**src/rtl/fft_stage_addr_gen.sv**
```systemverilog
// Radix-2 DIF butterfly address sequencer for one in-place FFT stage.
// Emits A/B read addresses plus twiddle index; write-back replays reads LAT cycles later.
module fft_stage_addr_gen #(
    parameter int LOG2N = 8,
    parameter int LAT   = 4,
    parameter int STW   = $clog2(LOG2N)
) (
    input  logic             clk,
    input  logic             rst_n,
    input  logic             start,
    input  logic [STW-1:0]   stage,
    input  logic             hold,
    output logic             busy,
    output logic             rd_en,
    output logic [LOG2N-1:0] rd_addr,
    output logic             rd_sel,
    output logic             tw_en,
    output logic [LOG2N-2:0] tw_addr,
    output logic             wr_en,
    output logic [LOG2N-1:0] wr_addr,
    output logic             wr_sel,
    output logic             done,
    output logic             err
);
    // state | meaning
    // IDLE  | waiting for start; first A read is issued on the accepting edge
    // RD_A  | next edge issues the A read of butterfly b
    // RD_B  | next edge issues the B read of butterfly b
    // DRAIN | reads finished, waiting for the last write to leave the delay line
    // DONE  | done pulse cycle
    typedef enum logic [2:0] {IDLE, RD_A, RD_B, DRAIN, DONE} state_t;

    localparam int HB = LOG2N - 1;
    localparam int CW = $clog2(LAT + 1);

    state_t           state_q;
    logic [HB-1:0]    b_q;
    logic [STW-1:0]   stage_q;
    logic [CW-1:0]    cnt_q;
    logic             busy_q, done_q, err_q;
    logic             rd_en_q, rd_sel_q, tw_en_q;
    logic [LOG2N-1:0] rd_addr_q;
    logic [HB-1:0]    tw_addr_q;
    logic [LAT-1:0]   en_dl_q, sel_dl_q;
    logic [LOG2N-1:0] addr_dl_q [LAT];

    logic [STW-1:0]   sh_d;
    logic [LOG2N-1:0] h_d, j_d, g_d, addr_a_d, addr_b_d;
    logic [HB-1:0]    tw_d;

    // h = 2^(LOG2N-1-s); butterfly b splits into group g and offset j within the group
    always_comb begin
        sh_d     = STW'(HB) - stage_q;
        h_d      = LOG2N'(1) << sh_d;
        j_d      = {1'b0, b_q} & (h_d - 1'b1);
        g_d      = {1'b0, b_q} >> sh_d;
        addr_a_d = ((g_d << sh_d) << 1) | j_d;
        addr_b_d = addr_a_d + h_d;
        tw_d     = HB'(j_d << stage_q);
    end

    always_ff @(posedge clk or negedge rst_n) begin
        if (!rst_n) begin
            state_q   <= IDLE;
            b_q       <= '0;
            stage_q   <= '0;
            cnt_q     <= '0;
            busy_q    <= 1'b0;
            done_q    <= 1'b0;
            err_q     <= 1'b0;
            rd_en_q   <= 1'b0;
            rd_sel_q  <= 1'b0;
            tw_en_q   <= 1'b0;
            rd_addr_q <= '0;
            tw_addr_q <= '0;
            en_dl_q   <= '0;
            sel_dl_q  <= '0;
            for (int i = 0; i < LAT; i++) addr_dl_q[i] <= '0;
        end else begin
            en_dl_q[0]   <= rd_en_q;
            sel_dl_q[0]  <= rd_sel_q;
            addr_dl_q[0] <= rd_addr_q;
            for (int i = 1; i < LAT; i++) begin
                en_dl_q[i]   <= en_dl_q[i-1];
                sel_dl_q[i]  <= sel_dl_q[i-1];
                addr_dl_q[i] <= addr_dl_q[i-1];
            end
            rd_en_q <= 1'b0;
            tw_en_q <= 1'b0;
            done_q  <= 1'b0;
            err_q   <= 1'b0;
            case (state_q)
                IDLE: begin
                    if (start) begin
                        if (int'(stage) < LOG2N) begin
                            stage_q   <= stage;
                            b_q       <= '0;
                            busy_q    <= 1'b1;
                            rd_en_q   <= 1'b1;
                            rd_sel_q  <= 1'b0;
                            rd_addr_q <= '0;
                            tw_en_q   <= 1'b1;
                            tw_addr_q <= '0;
                            state_q   <= RD_B;
                        end else begin
                            err_q <= 1'b1;
                        end
                    end
                end
                RD_A: begin
                    if (!hold) begin
                        rd_en_q   <= 1'b1;
                        rd_sel_q  <= 1'b0;
                        rd_addr_q <= addr_a_d;
                        tw_en_q   <= 1'b1;
                        tw_addr_q <= tw_d;
                        state_q   <= RD_B;
                    end
                end
                RD_B: begin
                    if (!hold) begin
                        rd_en_q   <= 1'b1;
                        rd_sel_q  <= 1'b1;
                        rd_addr_q <= addr_b_d;
                        if (b_q == '1) begin
                            cnt_q   <= CW'(LAT);
                            state_q <= DRAIN;
                        end else begin
                            b_q     <= b_q + 1'b1;
                            state_q <= RD_A;
                        end
                    end
                end
                DRAIN: begin
                    if (cnt_q == '0) begin
                        done_q  <= 1'b1;
                        busy_q  <= 1'b0;
                        state_q <= DONE;
                    end else begin
                        cnt_q <= cnt_q - 1'b1;
                    end
                end
                DONE:    state_q <= IDLE;
                default: state_q <= IDLE;
            endcase
        end
    end

    assign busy    = busy_q;
    assign done    = done_q;
    assign err     = err_q;
    assign rd_en   = rd_en_q;
    assign rd_sel  = rd_sel_q;
    assign rd_addr = rd_addr_q;
    assign tw_en   = tw_en_q;
    assign tw_addr = tw_addr_q;
    assign wr_en   = en_dl_q[LAT-1];
    assign wr_sel  = sel_dl_q[LAT-1];
    assign wr_addr = addr_dl_q[LAT-1];

endmodule
```
**config.mk**
```make
export PLATFORM = sky130hd
export DESIGN_NAME = fft_stage_addr_gen
export DESIGN_NICKNAME = d
export VERILOG_FILES = /design/src/rtl/fft_stage_addr_gen.sv
export SDC_FILE = /design/constraint.sdc
export NUM_CORES = 1
export LEC_CHECK = 0
export BUFFER_PORTS_ARGS = -buffer_cell sky130_fd_sc_hd__buf_4
export CAP_MARGIN = 20
export CORE_MARGIN = 1
export CORE_UTILIZATION = 55
export CTS_BUF_LIST = sky130_fd_sc_hd__clkbuf_8
export DETAILED_ROUTE_END_ITERATION = 10
export PLACE_DENSITY = 0.79
export SYNTH_ARGS = -nofsm -noshare
export SYNTH_HDL_FRONTEND = slang
export SYNTH_SLANG_ARGS = --single-unit
```
**constraint.sdc**
```tcl
create_clock -name clk -period 3.5 [get_ports clk]
set_clock_uncertainty 0.1 [all_clocks]
set_input_delay 0.175 -clock clk [delete_from_list [all_inputs] [get_ports clk]]
set_output_delay 0.175 -clock clk [all_outputs]
set_load 0.005 [all_outputs]
```
==> flow_summary.json <==
{
  "async_flop_share_pct": 100,
  "via_per_inst": 5.60,
  "period_share_pct": 92.5,
  "grt_start_max_net_pins": 77,
  "tightest_slew_ps": 906,
  "met1_usage_pct": 31.4,
  "cts_tree": "built",
  "crit_path_end_kind": "register",
  "path_max_fanout": 4,
  "dpl.hpwl_um": 4600,
  "synth_edf_count": 0,
  "routabilityCongestion": 0.868,
  "grt_pass1_wl_um": 11400,
  "io_buffers": 36,
  "finalSetupTns_ps": 0,
  "drt-pass1-iter-count": 4,
  "drtIter0Drc": 161,
  "hold_viol": 0,
  "crit_path_start_kind": "register",
  "grt_overflow": 0,
  "cts_htree_levels": 3,
  "hold_class": "in -> reg",
  "rows": 28,
  "post_cts_resized": 0,
  "synth_area_mm2": 0.00345,
  "synth_area_leaders": "dfrtp_1, ha_1, nand2_1",
  "status": "completed",
  "setup_viol_count_final": 0,
  "die_w_um": 81.2,
  "p_leak_nw": 1.89,
  "dieArea_mm2": 0.00660,
  "synth_area_leader_cell": "dfrtp_1",
  "maxCapViolCount": 0,
  "synth_top_flop_cell": "dfrtp_1",
  "boundaryPins": 38,
  "worstPathArrival_ps": 3410,
  "ys_warn_count": 0,
  "routedWlPerCell_um": 15.4,
  "use_met3_pct": 5.73,
  "path_clk_slew_ps": 80,
  "power.density_mw_per_mm2": 857,
  "synth_top_area_share_pct": 55.1,
  "ys_types": 58,
  "critPathRequiredTime_ps": 3670,
  "final_cells": 436,
  "grt_pass1_vias": 2405,
  "hold_ws_ps": 42.4,
  "critPathKind": "reg -> reg",
  "synth_nets": 339,
  "min_period_ps": 3240,
  "clockBufferDepth": 2,
  "ys_seq_area_share_pct": 55.1,
  "busiest_layer": "met2",
  "slew_violations": 0,
  "grt_antenna_before_repair": 0,
  "post_cts_buffers": 0,
  "die_y_um": 81.2,
  "ys_ff_latch": 76,
  "fin_nets": 374,
  "antenna_left": 0,
  "start_util_pct": 57.6,
  "diodes": 0,
  "insertion_delay_ps": 350,
  "syn_inst": 321,
  "area_delta_synth_final_pct": 16.6,
  "dp_cells": 416,
  "core_mm2": 0.00599,
  "ir_drop_v": 0.000514,
  "fmax_mhz": 309,
  "drt-total-wl_um": 6730,
  "vias": 2440,
  "rsz0062_at_grt": "false",
  "drc": 0,
  "grtUsageMet2_pct": 37.6,
  "drive_above_1_share_pct": 21.3,
  "syn_avg_cell_area_um2": 10.8,
  "n_fill_cell": 470,
  "finalPower_w": 0.00345,
  "cts_buffers": 9,
  "cts.sinks": 76,
  "ctsRootBufferMaster": "clkbuf_8",
  "cts-hold-fix-buffers": 4,
  "grtUsageTotal_pct": 23.5,
  "slew_headroom_pct": 39.6
}
layer usage:
metal | vias up | share of wire, %
met5 | - | 0
met4 | 0 | 1.5
met3 | 12 | 5.5
met2 | 80 | 47
met1 | 1171 | 46
li1 | 1177 | -
final timing paths:
path | start | to | slack [ps] | cells after the start
worst max-delay path | stage_q[0] | rd_addr[7] | 260 | 11
worst min-delay path | hold | state_q[0] | 40 | 3
worst max register to register | stage_q[0] | rd_addr[7] | 260 | 11
worst min register to register | addr_dl_q[14] | wr_addr[6] | 250 | 0
max in group asynchronous | rst_n | addr_dl_q[15] | 2320 | 2
min in group asynchronous | rst_n | wr_addr[1] | 400 | 2
report_power, final:
part	total, W	internal (W)	switching (W)
logic	0.00123	0.000555	0.000671
clock network	0.000816	0.000478	0.000338
registers	0.00140	0.00122	0.000188
total	0.00345	0.00225	0.00120
area by class of cell:
cell class | count | area [um2] | area share (%)
Clock buffer | 9 | 124 | 3.08
Clock inverter | 7 | 121 | 3.02
Inverter | 15 | 56.3 | 1.40
Multi-Input combinational cell | 203 | 1340 | 33.2
Sequential cell | 76 | 1900 | 47.2
Tap cell | 75 | 93.8 | 2.33
Timing Repair Buffer | 51 | 393 | 9.76
registers in the layout, summed over array words and instances (netlist names), 4 cells and up:
name / count
addr_dl_q: 24
b_q: 7
en_dl_q: 4
rd_addr: 8
sel_dl_q: 4
tw_addr: 7
wr_addr: 8
synth_stat cells, drive strengths merged, types with 2 or more instances:
master and instances:
dfrtp 76, nand2 33, nor2 28, o21ai 19
buf 16, inv 15, clkbuf 11, nor3 11
a21oi 10, ha 10, nand3 8, nand2b 7
xnor2 7, nor2b 6, a22oi 4, a31oi 4
nor3b 4, nor4b 4, o211ai 4, a22o 3
a2bb2oi 2, conb 2, mux2 2, nand4 2
nor4 2, o22a 2, o22ai 2, o2bb2ai 2
o311ai 2, o31a 2, or2 2, or3b 2
xor2 2
cells in the final DEF, fill, tap and decap left out, types with 6 or more instances in the layout:
cell type,count
a21oi_1,10
buf_4,47
nor3_1,9
xnor2_1,7
nor2_1,27
inv_1,15
dfrtp_1,76
nand2b_1,7
nor2b_1,6
ha_1,10
nand2_1,33
nand3_1,8
o21ai_0,19
clkbuf_8,9
cell families (layout without fill, tap and decap cells):
logic type	after synthesis	in the layout	share of synthesized area, %
and+or+nand+nor	110	110	17.7
DFF	76	76	55.1
AOI/OAI and AO/OA	69	69	13.6
buffers and inverters	42	82	6.20
adders and majority gates	11	11	4.21
xor gates and xnor gates	9	9	2.28
other	2	2	0.218
muxes	2	2	0.653
per-stage QoR:
| stage | utilization, % | instance area [um2] | worst slack (ps) |
|---|---|---|---|
| after CTS | 67.2 | 4030 | 300 |
| after global routing | 67.2 | 4030 | 97.6 |
| final | 67.2 | 4030 | 262 |
| after global placement | 62.4 | 3740 | 428 |
| after floorplan | - | 3450 | 3.28 |
| after detailed placement | 62.4 | 3740 | 320 |
critical path, stage by stage (launching register included):
cell and delay (ps):
dfrtp_1 400, or3_1 460, ha_1 280, nor2b_1 150, a211oi_1 240, o32ai_1 150
ha_1 340, o21ai_0 80, or2_2 290, o311a_1 360, xnor2_1 130, o21ai_0 180
(Power assumes the default switching activity.)
